<file path="config.mk">
export PLATFORM = sky130hd
export DESIGN_NAME = median3x3_stream
export DESIGN_NICKNAME = d
export VERILOG_FILES = /design/src/rtl/median3x3_stream.sv
export SDC_FILE = /design/constraint.sdc
export NUM_CORES = 2
export LEC_CHECK = 0
export ABC_AREA = 1
export BUFFER_PORTS_ARGS = -buffer_cell sky130_fd_sc_hd__buf_4
export CORE_AREA = 2 2 499 501
export CTS_CLUSTER_SIZE = 24
export DETAILED_ROUTE_END_ITERATION = 16
export DIE_AREA = 0 0 501 503
export PLACE_DENSITY_LB_ADDON = 0.1
export SLEW_MARGIN = 20
export SYNTH_ARGS = -nofsm -noshare
export SYNTH_HDL_FRONTEND = slang
export SYNTH_SLANG_ARGS = --single-unit
</file>
<file path="constraint.sdc">
create_clock -name clk -period 14.1 [get_ports clk]
set_input_delay 0.705 -clock clk [delete_from_list [all_inputs] [get_ports clk]]
set_output_delay 0.705 -clock clk [all_outputs]
set_load 0.02 [all_outputs]
</file>
<file path="src/rtl/median3x3_stream.sv">
// median3x3_stream: streaming 3x3 median/min/max/bypass filter emitting the cropped interior of a raster frame.
// Two line buffers feed a column tap register, a 3x3 window, then a three-stage sorting pipeline.
module median3x3_stream #(
   parameter int DW    = 8,
   parameter int IMG_W = 225,
   parameter int IMG_H = 225
) (
   input  logic          clk,
   input  logic          rst,
   input  logic          start,
   input  logic [1:0]    mode,
   input  logic          in_valid,
   input  logic [DW-1:0] in_data,
   output logic          busy,
   output logic          out_valid,
   output logic [DW-1:0] out_data,
   output logic          out_eol,
   output logic          out_last
);

   localparam int CW = (IMG_W > 2) ? $clog2(IMG_W) : 2;
   localparam int RW = (IMG_H > 2) ? $clog2(IMG_H + 1) : 2;
   localparam logic [CW-1:0] COL_LAST = CW'(IMG_W - 1);
   localparam logic [CW-1:0] COL_TWO  = CW'(2);
   localparam logic [CW-1:0] COL_ONE  = CW'(1);
   localparam logic [RW-1:0] ROW_LAST = RW'(IMG_H - 1);
   localparam logic [RW-1:0] ROW_TWO  = RW'(2);
   localparam logic [RW-1:0] ROW_ONE  = RW'(1);

   typedef enum logic [1:0] {
      IDLE  = 2'd0,
      RUN   = 2'd1,
      DRAIN = 2'd2
   } state_t;

   typedef struct packed {
      logic [DW-1:0] lo;
      logic [DW-1:0] md;
      logic [DW-1:0] hi;
   } trio_t;

   function automatic logic [DW-1:0] min2(input logic [DW-1:0] a, input logic [DW-1:0] b);
      return (a < b) ? a : b;
   endfunction

   function automatic logic [DW-1:0] max2(input logic [DW-1:0] a, input logic [DW-1:0] b);
      return (a < b) ? b : a;
   endfunction

   function automatic logic [DW-1:0] med3(input logic [DW-1:0] a, input logic [DW-1:0] b,
                                          input logic [DW-1:0] c);
      return max2(min2(a, b), min2(max2(a, b), c));
   endfunction

   function automatic trio_t sort3(input logic [DW-1:0] a, input logic [DW-1:0] b,
                                   input logic [DW-1:0] c);
      trio_t t;
      t.lo = min2(min2(a, b), c);
      t.md = med3(a, b, c);
      t.hi = max2(max2(a, b), c);
      return t;
   endfunction

   state_t        state_r, state_s;
   logic [CW-1:0] col_r;
   logic [RW-1:0] row_r;
   logic [1:0]    mode_r;
   logic          accept_s, complete_s, at_eol_s, at_last_s;

   logic [DW-1:0] lb0_r [IMG_W];
   logic [DW-1:0] lb1_r [IMG_W];

   logic          tap_v_r, tap_done_r, tap_eol_r, tap_last_r;
   logic [DW-1:0] tap_top_r, tap_mid_r, tap_bot_r;
   logic          win_v_r, win_eol_r, win_last_r;
   logic [DW-1:0] win_r [9];
   logic          s1_v_r, s1_eol_r, s1_last_r;
   trio_t         s1_row_r [3];
   logic [DW-1:0] s1_ctr_r;
   logic          s2_v_r, s2_eol_r, s2_last_r;
   logic [DW-1:0] s2_a_r, s2_b_r, s2_c_r, s2_mn_r, s2_mx_r, s2_ctr_r;
   logic [DW-1:0] res_s;

   assign accept_s   = (state_r == RUN) && in_valid && !start;
   assign complete_s = (col_r >= COL_TWO) && (row_r >= ROW_TWO);
   assign at_eol_s   = (col_r == COL_LAST);
   assign at_last_s  = at_eol_s && (row_r == ROW_LAST);

   // Frame sequencing: a start always re-arms, otherwise RUN -> DRAIN -> IDLE.
   always_comb begin
      state_s = state_r;
      if (start) begin
         state_s = RUN;
      end else begin
         case (state_r)
            IDLE:    state_s = IDLE;
            RUN:     if (accept_s && at_last_s) state_s = DRAIN; else state_s = RUN;
            DRAIN:   if (out_valid && out_last) state_s = IDLE; else state_s = DRAIN;
            default: state_s = IDLE;
         endcase
      end
   end

   // State register and registered busy flag.
   always_ff @(posedge clk) begin
      if (rst) begin
         state_r <= IDLE;
         busy    <= 1'b0;
      end else begin
         state_r <= state_s;
         busy    <= (state_s != IDLE);
      end
   end

   // Raster position of the next accepted pixel, and the per-frame operator.
   always_ff @(posedge clk) begin
      if (rst) begin
         col_r  <= '0;
         row_r  <= '0;
         mode_r <= 2'd0;
      end else if (start) begin
         col_r  <= '0;
         row_r  <= '0;
         mode_r <= mode;
      end else if (accept_s) begin
         if (at_eol_s) begin
            col_r <= '0;
            row_r <= row_r + ROW_ONE;
         end else begin
            col_r <= col_r + COL_ONE;
         end
      end
   end

   // Line buffers and column tap; reads see the contents from before this edge's write.
   always_ff @(posedge clk) begin
      if (accept_s) begin
         lb0_r[col_r] <= in_data;
         lb1_r[col_r] <= lb0_r[col_r];
         tap_bot_r    <= in_data;
         tap_mid_r    <= lb0_r[col_r];
         tap_top_r    <= lb1_r[col_r];
         tap_eol_r    <= at_eol_s;
         tap_last_r   <= at_last_s;
      end
   end

   // Pipeline valid bits; start flushes anything still in flight from the old frame.
   always_ff @(posedge clk) begin
      if (rst || start) begin
         tap_v_r    <= 1'b0;
         tap_done_r <= 1'b0;
         win_v_r    <= 1'b0;
         s1_v_r     <= 1'b0;
         s2_v_r     <= 1'b0;
      end else begin
         tap_v_r    <= accept_s;
         tap_done_r <= accept_s && complete_s;
         win_v_r    <= tap_done_r;
         s1_v_r     <= win_v_r;
         s2_v_r     <= s1_v_r;
      end
   end

   // Window shift and sorting datapath: row sorts, then max-of-mins / median-of-medians / min-of-maxes.
   always_ff @(posedge clk) begin
      if (tap_v_r) begin
         win_r[0] <= win_r[1];
         win_r[1] <= win_r[2];
         win_r[2] <= tap_top_r;
         win_r[3] <= win_r[4];
         win_r[4] <= win_r[5];
         win_r[5] <= tap_mid_r;
         win_r[6] <= win_r[7];
         win_r[7] <= win_r[8];
         win_r[8] <= tap_bot_r;
      end
      win_eol_r  <= tap_eol_r;
      win_last_r <= tap_last_r;
      for (int i = 0; i < 3; i++) begin
         s1_row_r[i] <= sort3(win_r[3*i], win_r[3*i+1], win_r[3*i+2]);
      end
      s1_ctr_r  <= win_r[4];
      s1_eol_r  <= win_eol_r;
      s1_last_r <= win_last_r;
      s2_a_r    <= max2(max2(s1_row_r[0].lo, s1_row_r[1].lo), s1_row_r[2].lo);
      s2_b_r    <= med3(s1_row_r[0].md, s1_row_r[1].md, s1_row_r[2].md);
      s2_c_r    <= min2(min2(s1_row_r[0].hi, s1_row_r[1].hi), s1_row_r[2].hi);
      s2_mn_r   <= min2(min2(s1_row_r[0].lo, s1_row_r[1].lo), s1_row_r[2].lo);
      s2_mx_r   <= max2(max2(s1_row_r[0].hi, s1_row_r[1].hi), s1_row_r[2].hi);
      s2_ctr_r  <= s1_ctr_r;
      s2_eol_r  <= s1_eol_r;
      s2_last_r <= s1_last_r;
   end

   // Operator selection for the final stage.
   always_comb begin
      res_s = s2_ctr_r;
      case (mode_r)
         2'd0:    res_s = med3(s2_a_r, s2_b_r, s2_c_r);
         2'd1:    res_s = s2_mn_r;
         2'd2:    res_s = s2_mx_r;
         2'd3:    res_s = s2_ctr_r;
         default: res_s = s2_ctr_r;
      endcase
   end

   // Registered output stage.
   always_ff @(posedge clk) begin
      if (rst) begin
         out_valid <= 1'b0;
         out_data  <= '0;
         out_eol   <= 1'b0;
         out_last  <= 1'b0;
      end else if (start) begin
         out_valid <= 1'b0;
         out_eol   <= 1'b0;
         out_last  <= 1'b0;
      end else begin
         out_valid <= s2_v_r;
         out_eol   <= s2_v_r && s2_eol_r;
         out_last  <= s2_v_r && s2_last_r;
         if (s2_v_r) begin
            out_data <= res_s;
         end
      end
   end

endmodule

</file>
==> flow_summary.toml <==
[synthesis]
ys_warn_count = 0
synth_area_leader_cell = "edfxtp_1"
synth_common_cells = "edfxtp_1 (3698), nor2_1 (2272), o21ai_0 (2046)"
synth_edf_count = 3698
syn-num-nets = 12100
syn-cell-area_um2 = 154000
yosys.cell_types.count = 58
synth_top_family_by_area = "compound AO/OA/AOI/OAI gates"
muxShareOfSynthArea_pct = 0.570
synth_xor_area_share_pct = 0.00567
ys_async_sr_fraction_pct = 0
yosys.area_share.simple_pct = 8.21
seq_area_frac_synth_pct = 74.2
avgSynthCellArea_um2 = 13.0
ys_ff_latch = 3877
synthCells = 11900
synth_area_leaders = "edfxtp_1 (72%), o21ai_0 (6.6%), nor2_1 (5.5%), o22ai_1 (3.3%), dfxtp_1 (2.3%)"
synth_most_common_cell = "edfxtp_1"
synthAdderAreaFrac_pct = 1.43
synth_top_area_share_pct = 71.9
ys.flop_type = "edfxtp_1"
synth-compound-area-share_pct = 12.9

[place]
dp_hpwl_um = 259000
place.gp.congestion = 0.917
numPortBuffers = 25

[timing]
tns_ns = 0
tightest_slew_ns = 1.32
final_hold_viol_count = 0
period_needed_ns = 7.55
setup-violations-final = 0
max_freq_mhz = 133
fin_crit_sh_pct = 53.5
fin_hold_ws_ns = 0.0785
rsz0062_at_grt = "false"
clock_skew_ns = 0.0739
maxSlewViolCount = 0
slew_headroom_pct = 11.9

[die]
start_util_pct = 62.5
rows = 183
die-area_um2 = 252000
die_x_um = 501
num_io_pins = 26
fp.coreArea_um2 = 247000
dieHeight_um = 503

[power]
irDropWorstVdd_mv = 0.116
power_density_nw_per_um2 = 138
p_leak_nw = 56.9

[routing]
via_count = 104000
drt_first_pass_iters = 6
initialDrtViolationCount = 16000
drt_wl_total_um = 462000
antenna_left = 0
drc_errors = 0
avgViaCountPerCell = 6.68
wire_per_inst_um = 29.8

[final_layout]
fill_cells = 16800
multi_input_area_um2 = 35900
ff_latch_area_um2 = 115000
drive_gt1_share_pct = 8.52
nNetsFinal = 12100
area.growth.synth_to_final_pct = 10.8

[global_route]
grt_pass1_wl_um = 662000
grt.total_usage_pct = 36.1
grt_max_degree = 177
met3_usage_pct = 8.06
antenna_found_initial = 16
gr-usage-met2_pct = 54.9
grt.overflow.total = 0
grt_busiest_layer = "met2"
grt_util_met1_pct = 48.6
grt_pass1_vias = 97900

[clock_tree]
cts.clk_slew.worst_paths_ns = 0.06
cts_made_buffers = 394
h-tree-depth = 5
cts_buffer_depth = 4
clock_sinks = 3877
cts_setup_buffers = 0
cts_tree = "built"
worstSkewPairLatency_ns = 0.99
root_buffer = "clkbuf_16"

[worst_hold_path]
whs_endpoint = "busy"
hp-class = "in2reg"
whs_path_depth = 3
min_from = "start"

[job]
cap_violations = 0

[critical_path]
critPathMaxFanout = 120
rr_worst_depth = 14
worstPathRequired_ns = 14.71
reg2reg_slack_ns = 6.55
path_class = "reg2reg"
worstSetupStartpointType = "flip-flop"
cp.arrival_ns = 8.16
r2r-end = "lb1_r[107][7]"
endpoint_kind = "flip-flop"

[status]
status = "finished clean"
-- layer usage --
metal / up-vias / part of all wire [%]
li1: 44500 / -
met1: 50800 / 36
met2: 6886 / 45
met3: 1343 / 12
met4: 12 / 6.6
met5: - / 0.018
-- worst max path at each step --
stage | start | endpoint | slack (ns) | cells after the start
4_1_cts | flip-flop | lb1_r[98][7] | 6.59 | 14
2_1_floorplan | flip-flop | lb1_r[0][7] | 1.64 | 12
3_5_place_dp | flip-flop | lb1_r[98][7] | 6.61 | 14
5_1_grt | flip-flop | lb1_r[13][7] | 6.21 | 14
6_report | flip-flop | lb1_r[107][7] | 6.55 | 14
3_3_place_gp | flip-flop | lb1_r[96][7] | 6.68 | 14
-- worst max-delay path: stages, from the launching register on --
cell      delay [ns]
dfxtp_4         0.53
inv_8           0.64
buf_4           0.69
buf_4           0.70
buf_4           0.79
o21ai_0         0.19
o22ai_1         0.16
o21ai_0         0.10
o22ai_1         0.21
nor2_1          0.07
o32ai_1         0.40
o211ai_1        0.39
o21ai_4         0.22
buf_6           0.68
buf_4           0.87
-- kinds of logic after synthesis --
logic type                 count (synthesis)
AOI/OAI and AO/OA                       3486
and+or+nand+nor                         3240
adders and majority gates                177
DFF                                     3877
xor gates and xnor gates                   1
muxes                                     88
buffers and inverters                   1044
-- through the flow --
| step | area (µm²) | total power [mW] | std cells | utilization, % | setup slack (ns) |
|---|---|---|---|---|---|
| after floorplan | 154000 | 13.6 | 11900 | - | 1.64 |
| after global placement | 159000 | 13.9 | 14800 | 64.3 | 6.68 |
| after detailed placement | 159000 | 14.0 | 14800 | 64.4 | 6.61 |
| after CTS | 171000 | 23.7 | 15500 | 69.3 | 6.59 |
| after global routing | 171000 | 24.2 | 15500 | 69.3 | 6.21 |
| final | 171000 | 23.6 | 15500 | 69.3 | 6.55 |
-- cells in the final DEF (no fill, tap or decap), drive strengths merged, types with 163 or more instances in the layout --
cell type	instances
edfxtp	3698
nor2	2274
o21ai	2067
o22ai	816
nand2	748
clkbuf	513
buf	429
inv	241
a21oi	188
dfxtp	179
ha	177
clkinv	163
-- cell type report --
class                           instances  area share, %
Timing Repair Buffer                  438           2.07
Antenna cell                           10         0.0146
Sequential cell                      3877           67.0
Multi-Input combinational cell       6992           21.0
Clock buffer                          505           6.17
Inverter                              238          0.548
Clock inverter                        197          0.889
Tap cell                             3237           2.37
-- where the power goes --
part,total [mW],internal [mW],switching (mW)
Sequential,12.7,12.6,0.0300
Combinational,1.07,0.299,0.775
Clock,9.91,5.67,4.24
Total,23.6,18.6,5.05
-- registers in the layout, indices dropped and copies added (netlist names), 72 cells and up, named ones only --
register / count
lb0_r: 1800
lb1_r: 1800
s1_row_r: 72
win_r: 72
-- what timing repair did --
item	CTS	global route
hold endpoints to repair	2	0
gates resized for setup	0	0
hold buffers	1	0
(Power assumes the default switching activity.)
